===== config.mk =====
export PLATFORM = sky130hd
export DESIGN_NAME = decode_stage
export DESIGN_NICKNAME = d
export VERILOG_FILES = /design/src/rtl/decode_pkg.sv /design/src/rtl/decode_comb.sv /design/src/rtl/decode_stage.sv
export SDC_FILE = /design/constraint.sdc
export NUM_CORES = 1
export LEC_CHECK = 0
export CORE_MARGIN = 2
export CORE_UTILIZATION = 63
export CTS_CLUSTER_SIZE = 14
export DETAILED_ROUTE_END_ITERATION = 10
export DONT_BUFFER_PORTS = 1
export PLACE_DENSITY = 0.79
export REMOVE_ABC_BUFFERS = 1
export SYNTH_ARGS = -nofsm -noshare
export SYNTH_HDL_FRONTEND = slang
export SYNTH_SLANG_ARGS = --single-unit

===== constraint.sdc =====
create_clock -name clk -period 6.58 [get_ports clk]
set_clock_uncertainty 0.15 [all_clocks]
set_input_delay 0.329 -clock clk [delete_from_list [all_inputs] [get_ports clk]]
set_output_delay 0.329 -clock clk [all_outputs]
set_load 0.005 [all_outputs]

===== src/rtl/decode_pkg.sv =====
// Shared types for the decode stage: ALU op codes, opcode constants, decoded-entry payload.
// Payload widths are sized for the widest supported configuration (XLEN=64, PC_W<=64).
package decode_pkg;

  typedef enum logic [3:0] {
    ALU_AND    = 4'd0,
    ALU_SLL    = 4'd1,
    ALU_ADD    = 4'd2,
    ALU_OR     = 4'd3,
    ALU_SUB    = 4'd4,
    ALU_SLT    = 4'd5,
    ALU_XOR    = 4'd6,
    ALU_SLTU   = 4'd7,
    ALU_SRL    = 4'd8,
    ALU_SRA    = 4'd9,
    ALU_JALR   = 4'd10,
    ALU_JAL    = 4'd11,
    ALU_STORE  = 4'd12,
    ALU_LOAD   = 4'd13,
    ALU_AUIPC  = 4'd14,
    ALU_BRANCH = 4'd15
  } alu_ctrl_e;

  localparam logic [6:0] OPC_OP     = 7'h33;
  localparam logic [6:0] OPC_OP_IMM = 7'h13;
  localparam logic [6:0] OPC_LOAD   = 7'h03;
  localparam logic [6:0] OPC_STORE  = 7'h23;
  localparam logic [6:0] OPC_BRANCH = 7'h63;
  localparam logic [6:0] OPC_LUI    = 7'h37;
  localparam logic [6:0] OPC_AUIPC  = 7'h17;
  localparam logic [6:0] OPC_JALR   = 7'h67;
  localparam logic [6:0] OPC_JAL    = 7'h6F;

  localparam int IMM_MAX = 64;
  localparam int PC_MAX  = 64;

  typedef struct packed {
    logic [PC_MAX-1:0]  pc;
    logic [4:0]         rs1;
    logic [4:0]         rs2;
    logic [4:0]         rd;
    logic               rd_we;
    logic [IMM_MAX-1:0] imm;
    logic [2:0]         funct3;
    alu_ctrl_e          alu;
    logic               is_load;
    logic               is_store;
    logic               is_branch;
    logic               is_jump;
    logic               illegal;
  } dec_entry_t;

  // alt selects SUB over ADD (f3=0) and SRA over SRL (f3=5)
  function automatic alu_ctrl_e alu_from_f3(input logic [2:0] f3, input logic alt);
    alu_ctrl_e a;
    case (f3)
      3'd0:    a = alt ? ALU_SUB : ALU_ADD;
      3'd1:    a = ALU_SLL;
      3'd2:    a = ALU_SLT;
      3'd3:    a = ALU_SLTU;
      3'd4:    a = ALU_XOR;
      3'd5:    a = alt ? ALU_SRA : ALU_SRL;
      3'd6:    a = ALU_OR;
      default: a = ALU_AND;
    endcase
    return a;
  endfunction

endpackage


===== src/rtl/decode_comb.sv =====
// Combinational RV32I/RV64I decode of one instruction word into a dec_entry_t.
// Latency 0; no handshake, the enclosing stage owns all flow control.
module decode_comb
  import decode_pkg::*;
#(
  parameter int XLEN = 32,
  parameter int PC_W = 32
) (
  input  logic [31:0]   inst,
  input  logic [PC_W-1:0] pc,
  output dec_entry_t    entry
);

  logic [6:0] opcode;
  logic [4:0] rd, rs1, rs2;
  logic [2:0] f3;
  logic [6:0] f7;
  logic [IMM_MAX-1:0] imm_i, imm_s, imm_b, imm_u, imm_j, imm_sh;
  logic legal;

  assign opcode = inst[6:0];
  assign rd     = inst[11:7];
  assign f3     = inst[14:12];
  assign rs1    = inst[19:15];
  assign rs2    = inst[24:20];
  assign f7     = inst[31:25];

  // Immediates are built at 64 bits; truncation to XLEN keeps the sign extension correct.
  assign imm_i  = IMM_MAX'($signed(inst[31:20]));
  assign imm_s  = IMM_MAX'($signed({inst[31:25], inst[11:7]}));
  assign imm_b  = IMM_MAX'($signed({inst[31], inst[7], inst[30:25], inst[11:8], 1'b0}));
  assign imm_u  = IMM_MAX'($signed({inst[31:12], 12'h000}));
  assign imm_j  = IMM_MAX'($signed({inst[31], inst[19:12], inst[20], inst[30:21], 1'b0}));
  assign imm_sh = (XLEN == 32) ? IMM_MAX'(inst[24:20]) : IMM_MAX'(inst[25:20]);

  always_comb begin
    entry        = '0;
    entry.pc     = PC_MAX'(pc);
    entry.funct3 = f3;
    entry.alu    = ALU_BRANCH;
    legal        = 1'b1;
    case (opcode)
      OPC_OP: begin
        entry.rs1 = rs1;
        entry.rs2 = rs2;
        entry.rd  = rd;
        entry.alu = alu_from_f3(f3, f7[5]);
        if (!((f7 == 7'h00) || ((f7 == 7'h20) && ((f3 == 3'd0) || (f3 == 3'd5)))))
          legal = 1'b0;
      end
      OPC_OP_IMM: begin
        entry.rs1 = rs1;
        entry.rd  = rd;
        if ((f3 == 3'd1) || (f3 == 3'd5)) begin
          entry.imm = imm_sh;
          entry.alu = alu_from_f3(f3, (f3 == 3'd5) && inst[30]);
          if ((XLEN == 32) && inst[25])
            legal = 1'b0;
        end else begin
          entry.imm = imm_i;
          entry.alu = alu_from_f3(f3, 1'b0);
        end
      end
      OPC_LOAD: begin
        entry.rs1     = rs1;
        entry.rd      = rd;
        entry.imm     = imm_i;
        entry.alu     = ALU_LOAD;
        entry.is_load = 1'b1;
      end
      OPC_STORE: begin
        entry.rs1      = rs1;
        entry.rs2      = rs2;
        entry.imm      = imm_s;
        entry.alu      = ALU_STORE;
        entry.is_store = 1'b1;
      end
      OPC_BRANCH: begin
        entry.rs1       = rs1;
        entry.rs2       = rs2;
        entry.imm       = imm_b;
        entry.alu       = ALU_BRANCH;
        entry.is_branch = 1'b1;
      end
      OPC_LUI: begin
        entry.rd  = rd;
        entry.imm = imm_u;
        entry.alu = ALU_ADD;
      end
      OPC_AUIPC: begin
        entry.rd  = rd;
        entry.imm = imm_u;
        entry.alu = ALU_AUIPC;
      end
      OPC_JALR: begin
        entry.rs1     = rs1;
        entry.rd      = rd;
        entry.imm     = imm_i;
        entry.alu     = ALU_JALR;
        entry.is_jump = 1'b1;
      end
      OPC_JAL: begin
        entry.rd      = rd;
        entry.imm     = imm_j;
        entry.alu     = ALU_JAL;
        entry.is_jump = 1'b1;
      end
      default: legal = 1'b0;
    endcase

    if (!legal) begin
      entry         = '0;
      entry.pc      = PC_MAX'(pc);
      entry.funct3  = f3;
      entry.alu     = ALU_BRANCH;
      entry.illegal = 1'b1;
    end else begin
      entry.rd_we = (entry.rd != 5'd0) && !entry.is_store && !entry.is_branch;
    end
  end

endmodule


===== src/rtl/decode_stage.sv =====
// Registered decode stage: main register plus one skid register, valid/ready on both sides.
// Latency 1 cycle; in_ready (registered) drops only while the skid register is occupied.
module decode_stage
  import decode_pkg::*;
#(
  parameter int XLEN = 32,
  parameter int PC_W = 32
) (
  input  logic            clk,
  input  logic            rst,
  input  logic            flush,
  input  logic            in_valid,
  output logic            in_ready,
  input  logic [31:0]     in_inst,
  input  logic [PC_W-1:0] in_pc,
  output logic            out_valid,
  input  logic            out_ready,
  output logic [PC_W-1:0] out_pc,
  output logic [4:0]      out_rs1,
  output logic [4:0]      out_rs2,
  output logic [4:0]      out_rd,
  output logic            out_rd_we,
  output logic [XLEN-1:0] out_imm,
  output logic [2:0]      out_funct3,
  output logic [3:0]      out_alu_ctrl,
  output logic            out_is_load,
  output logic            out_is_store,
  output logic            out_is_branch,
  output logic            out_is_jump,
  output logic            out_illegal
);

  dec_entry_t dec_new, main_q, skid_q;
  logic main_vld, skid_vld, rdy_q;
  logic in_xfer;
  logic unused_bits;

  decode_comb #(.XLEN(XLEN), .PC_W(PC_W)) u_comb (
    .inst  (in_inst),
    .pc    (in_pc),
    .entry (dec_new)
  );

  assign in_xfer = in_valid && rdy_q;

  // in_xfer never coincides with skid_vld because rdy_q tracks !skid_vld.
  always_ff @(posedge clk or posedge rst) begin
    if (rst) begin
      main_q   <= '0;
      skid_q   <= '0;
      main_vld <= 1'b0;
      skid_vld <= 1'b0;
      rdy_q    <= 1'b1;
    end else if (flush) begin
      main_vld <= 1'b0;
      skid_vld <= 1'b0;
      rdy_q    <= 1'b1;
    end else if (!main_vld || out_ready) begin
      if (skid_vld) begin
        main_q   <= skid_q;
        main_vld <= 1'b1;
        skid_vld <= 1'b0;
        rdy_q    <= 1'b1;
      end else if (in_xfer) begin
        main_q   <= dec_new;
        main_vld <= 1'b1;
      end else begin
        main_vld <= 1'b0;
      end
    end else if (in_xfer) begin
      skid_q   <= dec_new;
      skid_vld <= 1'b1;
      rdy_q    <= 1'b0;
    end
  end

  assign in_ready      = rdy_q;
  assign out_valid     = main_vld;
  assign out_pc        = main_q.pc[PC_W-1:0];
  assign out_rs1       = main_q.rs1;
  assign out_rs2       = main_q.rs2;
  assign out_rd        = main_q.rd;
  assign out_rd_we     = main_q.rd_we;
  assign out_imm       = main_q.imm[XLEN-1:0];
  assign out_funct3    = main_q.funct3;
  assign out_alu_ctrl  = main_q.alu;
  assign out_is_load   = main_q.is_load;
  assign out_is_store  = main_q.is_store;
  assign out_is_branch = main_q.is_branch;
  assign out_is_jump   = main_q.is_jump;
  assign out_illegal   = main_q.illegal;

  // Upper payload bits exist only for the widest configuration.
  assign unused_bits = ^{main_q.pc, main_q.imm};

endmodule


**After elaboration in Yosys (flattened, before gate mapping)**

Cells that the tools add are included.
Widths: inputs -> output; s select.

- Equality and inequality tests: 17
- Muxes and demuxes: 38
- Bitwise operators: 2
- Reduce and logical (&&, ||, !) cells: 28

Operators with widths:

| kind | number |
|---|---|
| $pmux 64 s6 | 1 |
| $mux 124 | 2 |
| $pmux 4 s7 | 3 |
| $mux 76 | 1 |
| $mux 64 | 1 |
| $pmux 4 s8 | 1 |
| $eq 7x6->1 const B | 4 |
| $eq 7x7->1 const B | 3 |
| $mux 1 | 21 |
| $mux 15 | 1 |
| $mux 5 | 3 |
| $eq 7x5->1 const B | 2 |
| $reduce_or 7->1 | 2 |
| $eq 3x3->1 const B | 3 |
| $eq 7x2->1 const B | 1 |
| $logic_not 7->1 | 1 |
| $eq 3x2->1 const B | 2 |
| $mux 3 | 2 |
| $reduce_and 3->1 | 2 |
| $reduce_or 2->1 | 3 |
| $reduce_or 6->1 | 1 |
| $logic_and 1x1->1 | 5 |
| $reduce_bool 5->1 | 1 |
| $logic_or 1x1->1 | 4 |
| 11 further kinds | 15 |

- Bits in registers: 219
- Input bits: 69
- Logic and storage cells: 114

**Depth between registers and ports, before layout**

Gate-level depths: netlist of the first run.

- Depth after elaboration: 9
- Gate-level depth with buffers: 9

**Modules after synthesis**

Synthesis of the first run repeated with hierarchy kept, for this count alone.

- Cells, all modules: 757
- Area, all modules: 9,968.3 um^2

Modules (own cells, without submodules):

| module | times used | cells an instance | area each (um^2) |
|---|---|---|---|
| decode_stage | 1 | 504 | 8,269.2 |
| decode_comb | 1 | 253 | 1,699.1 |

**Least setup slack after synthesis of the first run**

Ideal clock, no wire load.

- Path type: in2reg
- From: input port in_inst[5]
- To: register skid_q[77] in the netlist's numbering
- Arrival: 1,817 ps
- Setup slack: 4,492 ps
- Cell stages on the path: 9
- Path buffers: 3
- Path through: buf_2 and3b_1 buf_2 o21ai_0 a21oi_1 nor3_2 buf_6 nor3_2 a22o_1

- Word-level cells in the longest chain between the ends: 4

RTL lines:

| what | RTL line | source |
|---|---|---|
| start: declaration | decode_stage.sv:14 | `input logic [31:0] in_inst,` |
| $eq 7x6->1 (tied with other cells) | decode_comb.sv:42 | `case (opcode)` |
| $reduce_or 7->1 (no line) | n/a |  |
| $pmux 1 s3 or $mux 5 (tied branches) | decode_comb.sv:42 |  |
| $mux 15 (*) | decode_comb.sv:111 | `if (!legal) begin` |
| end signal: assignment | decode_stage.sv:71 | `skid_q <= dec_new;` |
| end: declaration | decode_stage.sv:33 | `dec_entry_t dec_new, main_q, skid_q;` |

Mark *: on every way between the ends. The rest lies on a longest branch, timed or not.
A chain may end at the register's enable or synchronous reset.

**Final worst setup path of the first run**

- From: register skid_vld
- To: register main_q, in the netlist out_rs2[2]

- Word-level cells in the longest chain between the ends: 2

RTL lines:

| what | RTL line | source |
|---|---|---|
| start: declaration | decode_stage.sv:34 | `logic main_vld, skid_vld, rdy_q;` |
| start signal: assignment | decode_stage.sv:52 | `skid_vld <= 1'b0;` |
| start signal: assignment | decode_stage.sv:56 | `skid_vld <= 1'b0;` |
| start signal: assignment | decode_stage.sv:62 | `skid_vld <= 1'b0;` |
| $reduce_bool 2->1 (no line) | n/a |  |
| $reduce_and 3->1 (no line) | n/a |  |
| end signal: assignment | decode_stage.sv:60 | `main_q <= skid_q;` |
| end signal: assignment | decode_stage.sv:65 | `main_q <= dec_new;` |
| end: declaration | decode_stage.sv:33 |  |

Parallel ways exist; a longest one is shown, timed or not.

==> results of run 1 <==
-- through the flow --
| stage | instance area [µm²] | cells | util (%) |
|---|---|---|---|
| CTS | 9742 | 1121 | 73.86 |
| floorplan | 8167 | 843 | - |
| global route | 9742 | 1121 | 73.86 |
| detailed placement | 8458 | 1024 | 64.12 |
| finish | 9742 | 1121 | 73.86 |
| global placement | 8458 | 1024 | 64.12 |
-- worst min path at each step --
stage	startpoint	endpoint	slack (ps)
floorplan	flush	out_valid	240
global placement	rst	out_pc[22]	240
detailed placement	flush	out_valid	250
CTS	in_inst[5]	skid_q[4]	3
global route	in_pc[28]	out_pc[28]	20
finish	in_pc[28]	out_pc[28]	8
-- layer usage --
metal  track usage, %  vias to the layer above
met5                0                        -
met4            11.32                        0
met3            9.981                       52
met2            49.40                      319
met1            41.04                     3480
li1                 -                     3201
-- power by group through the flow --
stage	Combinational [W]	Sequential [W]	Clock (W)
after CTS	0.000302	0.00143	0.00110
after detailed placement	0.000257	0.00145	0
after global placement	0.000239	0.00144	0
final	0.000303	0.00143	0.00109
after global routing	0.000351	0.00145	0.00115
after floorplan	0.000203	0.00141	0
-- placed cells by master (no fill, tap or decap), types with 3 or more instances in the layout --
cell type and count:
nor4_1 3, a21o_1 7, nor2_1 63, nand2_1 225, bufinv_16 4, mux2i_1 37
nand2b_1 5, nor3_2 3, dfrtp_1 185, a221oi_1 22, a22o_1 16, inv_1 8
a31o_2 5, buf_4 5, a22oi_1 4, clkinvlp_4 5, clkbuf_16 17, and3_1 13
o21ai_0 98, nor3_1 12, and4_1 3, o22ai_1 6, or3_1 5, dlygate4sd3_1 65
a31oi_1 9, nand3_1 23, o31ai_1 9, a21oi_1 50
-- registers in the layout, indices dropped and copies added, names as in the netlist --
register / cells
out_rs1: 5
out_valid: 1
out_illegal: 1
out_imm: 32
skid_vld: 1
out_pc: 32
skid_q: 92
out_is_load: 1
out_rd_we: 1
out_rs2: 5
out_is_jump: 1
out_is_branch: 1
out_alu_ctrl: 4
out_funct3: 3
out_is_store: 1
out_rd: 5
in_ready: 1
-- layout make-up --
cell class	instances	area share, %
sequential	187	48.09
multi-input combinational	647	35.67
timing repair buffer	70	7.064
clock buffer	18	4.508
tap	176	2.260
clock inverter	14	1.991
inverter	9	0.4238
-- kinds of logic after synthesis --
group	count (synthesis)	synth area share (%)
buf+inv	83	3.988
mux	37	4.372
flops	187	55.26
xor+xnor	1	0.1034
simple gates	372	18.95
compound gates	237	17.33
==> impl_metrics.yaml, run 1 <==
run_status:
  outcome: "finished, final reports clean"
setup_path:
  worst-path-buf-inv: 1
  r2r_slack_ps: 3190
  slowest_stage: "dfrtp_4"
  endpoint_kind: "flip-flop"
  crit_type: "flip-flop to flip-flop"
  worstRegToRegCells: 7
  crit_arrival_ps: 3610
  startpoint: "skid_vld"
  crit_chain: "a21oi_1 > nor2_1 > and2_2 > buf_4 > nand2_1 > nor3_1 > a21o_1"
  slowest_delay_ps: 740
  crit_family: "simple AND/OR/NAND/NOR gates"
  worstPathRequired_ps: 6800
  critical_path_depth: 7
  cp_max_fo: 62
  reg2reg_to: "out_rs2[2]"
  r2r-start: "skid_vld"
  startpoint_type: "flip-flop"
  crit_path_end: "out_rs2[2]"
synthesis:
  ys.flop_type: "dfrtp_1"
  yosysMostFrequentCell: "nand2_1"
  synth-seq-cells: 187
  synth_area_leader_cell: "dfrtp_1"
  synthTopCellsByArea: "dfrtp_1 55%, nand2_1 10%, o21ai_0 5.8%, mux2i_1 4.4%, a21oi_1 3.0%"
  synth_enable_flop_cells: 0
  synth_cell_types: 48
  netlist_instances: 917
  synth_top_area_share_pct: 54.95
  seq_area_frac_synth_pct: 55.26
  synth_commonest_cells: "226 x nand2_1, 186 x dfrtp_1, 98 x o21ai_0"
  synthArstFlopShare_pct: 100.0
  syn_area_um2: 8471
  syn_area_per_cell_um2: 9.237
  yosysWarnings: 0
clocking:
  worstSkewPairLatency_ps: 430
  cts-root-buf: "clkbuf_16"
  h-tree-depth: 4
  clock_path_buffers: 2
  cts.repair.resized: 0
  cts_hold_buf: 65
  cts_setup_buffers: 0
  clk_pin_slew_ps: 70
  tritoncts: "done"
  clkSinkCount: 187
  cts_buffers: 17
drt:
  vias_per_cell: 6.291
  top_layer_used: "met4"
  drtPass1Iterations: 7
  num_vias: 7052
  wl_met3_um: 1957
  wl_met1_um: 8572
  drtIter0Drc: 644
  routedWlPerCell_um: 19.42
  routed_wl_um: 21770
  ant_nets: 0
  drc_errors: 0
  wl_met2_um: 10670
floorplan:
  io_pins: 163
  die_x_um: 120.0
  die-height_um: 120.0
  dieArea_um2: 14390
  core-area_um2: 13190
  rows: 42
  initial_utilization_pct: 64.22
finish:
  drive_gt1_share_pct: 5.820
  n_antenna_cell: 0
  syn_to_final_growth_pct: 15.01
  final_nets: 1001
  fillers: 930
  multi_input_area_um2: 3475
  regArea_um2: 4684
global_route:
  grt_pass1_vias: 6914
  grt_use_total_pct: 31.35
  grt_pass1_wl_um: 35400
  grt_overflow: 0
  grt_max_degree: 123
  antenna_found_initial: 0
sta:
  relSlewSlack_pct: 23.96
  rsz0062_at_grt: "no"
  fin_crit_ps: 3392
  hold_viol_final: 0
  worst_slew_pin_slew_ps: 1138
  finalMaxSlewViolations: 0
  fmax_mhz: 294.8
  fin_ws_ps: 3188
  fin_tns_setup_ps: 0
  setup_viol_count_final: 0
  hold_ws_ps: 8.111
  min_period_over_period_pct: 51.55
power_and_ir_drop:
  power_frac_seq_pct: 50.6
  switchingPower_w: 0.0007405
  leakagePower_nw: 4.422
  p_int_w: 0.002080
  swShare_pct: 26.26
  clkPwrFrac_pct: 38.6
  irDropWorstVdd_v: 0.0002060
  pwr-share-comb_pct: 10.7
  fin_total_pwr_w: 0.002820
  p_per_area_nw_per_um2: 289.5
hold_path:
  hold_depth: 2
  hp-class: "primary input to flip-flop"
flow_run:
  cap_violations: 0
placement:
  portBuffers: 0
  dp.final_hpwl_um: 12940
  place_ws_ps: 3268
  gp_congestion: 0.8947
(Power assumes the default switching activity.)
==> run 2, diff against run 1 <==
--- a/config.mk
+++ b/config.mk
@@ -5,12 +5,13 @@
 export SDC_FILE = /design/constraint.sdc
 export NUM_CORES = 1
 export LEC_CHECK = 0
+export ABC_AREA = 1
 export CORE_MARGIN = 2
-export CORE_UTILIZATION = 63
+export CORE_UTILIZATION = 57
 export CTS_CLUSTER_SIZE = 14
 export DETAILED_ROUTE_END_ITERATION = 10
 export DONT_BUFFER_PORTS = 1
-export PLACE_DENSITY = 0.79
+export PLACE_DENSITY = 0.75
 export REMOVE_ABC_BUFFERS = 1
 export SYNTH_ARGS = -nofsm -noshare
 export SYNTH_HDL_FRONTEND = slang
==> constraint.sdc (replaced) <==
create_clock -name clk -period 2.9 [get_ports clk]
set_clock_uncertainty 0.15 [all_clocks]
set_input_delay 0.145 -clock clk [delete_from_list [all_inputs] [get_ports clk]]
set_output_delay 0.145 -clock clk [all_outputs]
set_load 0.005 [all_outputs]
==> run 2 against run 1 <==
  * Cell area is 6.1% higher
  * Sequential power grew 130%
  * Power up 130%
  * Clock power up 130%
  * Area after synthesis increased by 4.8%
==> impl_metrics.yaml, run 2 <==
synthesis:
  synth_cell_types: 30
  synth_top_area_share_pct: 52.44
  netlist_instances: 1115
  ys.flop_type: "dfrtp_1"
  seq_area_frac_synth_pct: 52.73
  syn_area_um2: 8876
  synthTopCellsByArea: "dfrtp_1 52%, nand2_1 15%, o21ai_0 8.0%, nor2_1 4.5%, inv_1 3.2%"
  synth-seq-cells: 187
  yosysWarnings: 0
  synthArstFlopShare_pct: 100.0
  yosysMostFrequentCell: "nand2_1"
  synth_commonest_cells: "365 x nand2_1, 186 x dfrtp_1, 141 x o21ai_0"
  syn_area_per_cell_um2: 7.961
  synth_enable_flop_cells: 0
  synth_area_leader_cell: "dfrtp_1"
drt:
  ant_nets: 0
  routedWlPerCell_um: 15.71
  vias_per_cell: 5.520
  drc_errors: 0
  wl_met3_um: 1698
  drtIter0Drc: 491
  wl_met2_um: 9896
  num_vias: 7452
  top_layer_used: "met4"
  routed_wl_um: 21200
  drtPass1Iterations: 5
  wl_met1_um: 9297
setup_path:
  endpoint_kind: "flip-flop"
  worstPathRequired_ps: 3110
  crit_type: "primary input to flip-flop"
  cp_max_fo: 8
  worstRegToRegCells: 9
  startpoint_type: "primary input"
  crit_arrival_ps: 2890
sta:
  setup_viol_count_final: 0
  hold_ws_ps: 13.78
  fmax_mhz: 373.9
  relSlewSlack_pct: 49.94
  rsz0062_at_grt: "no"
  worst_slew_pin_slew_ps: 749.1
  fin_ws_ps: 225.8
  hold_viol_final: 0
  fin_tns_setup_ps: 0
  finalMaxSlewViolations: 0
  min_period_over_period_pct: 92.21
  fin_crit_ps: 2674
placement:
  portBuffers: 0
  dp.cells: 1243
  postPlaceCellArea_um2: 8927
  dp.final_hpwl_um: 12990
  gp_congestion: 0.8875
  place_ws_ps: 606.8
floorplan:
  core-area_um2: 15200
  die-height_um: 128.8
  dieArea_um2: 16590
  die_x_um: 128.8
  initial_utilization_pct: 58.39
  rows: 45
  io_pins: 163
global_route:
  grt_max_degree: 172
  grt_use_total_pct: 26.20
  grt_overflow: 0
  grt_pass1_wl_um: 34530
  grt_pass1_vias: 6961
  antenna_found_initial: 0
run_status:
  outcome: "finished, final reports clean"
finish:
  final_nets: 1218
  final_cell_mix: "365 x nand2_1, 186 x dfrtp_1, 141 x o21ai_0"
  n_antenna_cell: 0
  mostFrequentLayoutCell: "nand2_1"
  largest_reg_flops: 92
  largest-register: "skid_q"
  syn_to_final_growth_pct: 16.45
  drive_gt1_share_pct: 7.057
  final_cells: 1350
  design_area_um2: 10340
flow_run:
  cap_violations: 0
hold_path:
  hold_depth: 5
  hp-class: "primary input to flip-flop"
power_and_ir_drop:
  leakagePower_nw: 5.373
  p_per_area_nw_per_um2: 633.2
  irDropWorstVdd_v: 0.0004251
clocking:
  tritoncts: "done"
  cts_setup_buffers: 0
  worstSkewPairLatency_ps: 430
  cts_buffers: 17
  cts-root-buf: "clkbuf_16"
  h-tree-depth: 4
  clock_path_buffers: 2
  clkSinkCount: 187
  clk_pin_slew_ps: 70
[run 2: cell count changes in the layout (fill, tap and decap cells not counted), moves of 21 or more]
| cell | delta |
|---|---|
| o211ai_1 | +21 |
| mux2i_1 | -37 |
| nand2_1 | +140 |
| o21ai_0 | +43 |
| nor2_1 | +44 |
| a221oi_1 | -22 |
| inv_1 | +66 |
| o21ai_1 | +29 |
| a21oi_1 | -38 |
[run 2: what timing repair did]
| action | in CTS | in global routing |
|---|---|---|
| setup endpoints to repair | 0 | 3 |
| hold endpoints to repair | 282 | 0 |
| hold buffers | 75 | 0 |
| resized for setup | 0 | 1 |
[run 2: per-stage QoR]
step	util, %	total power [W]
2_1_floorplan	-	0.003723
3_3_place_gp	58.72	0.003884
3_5_place_dp	58.72	0.003926
4_1_cts	67.98	0.006588
5_1_grt	67.99	0.006882
6_report	67.99	0.006545
[run 2: kinds of logic (layout without fill, tap and decap cells)]
kind of cell | after synthesis | after routing | share of synthesized area (%)
compound gates | 228 | 228 | 14.34
buf+inv | 152 | 199 | 7.062
flops | 187 | 187 | 52.73
simple gates | 548 | 548 | 25.87
[run 2: report_power, final]
group	total [W]	switching, W	internal, W
Clock	0.00256	0.000999	0.00157
Combinational	0.000743	0.000432	0.000311
Sequential	0.00324	0.000247	0.00299
[run 2: area by class of cell]
type                       count  area [µm²]
inverter                      83       325.3
timing repair buffer          84       870.8
tap                          188       235.2
multi-input combinational    776        3568
clock buffer                  19       442.9
sequential                   187        4681
fill                        1243        4866
clock inverter                13       212.7
[run 2: path summary, 6_finish.rpt]
kind / from / endpoint / slack (ps)
worst max-delay path: in_inst[6] / skid_q[27] / 230
max in group asynchronous: rst / skid_q[28] / 1570
worst max register to register: out_valid / skid_q[27] / 460
min in group asynchronous: rst / out_imm[15] / 230
worst min-delay path: in_inst[2] / skid_q[2] / 10
worst min register to register: skid_q[22] / skid_q[22] / 330
[run 2: critical path: stages]
cell and delay (ps):
dlygate4sd3_1 580, inv_2 80, nand3_2 80, dlygate4sd3_1 610, nor2_4 210, inv_1 60
nand2_1 240, nand2_1 110, a41oi_1 190, dlygate4sd3_1 570
[run 2: per-layer routing]
metal	vias to the layer above	GRT usage, %
met3	29	7.069
met4	0	6.905
met5	-	0
met1	3441	35.95
li1	3675	-
met2	307	41.64
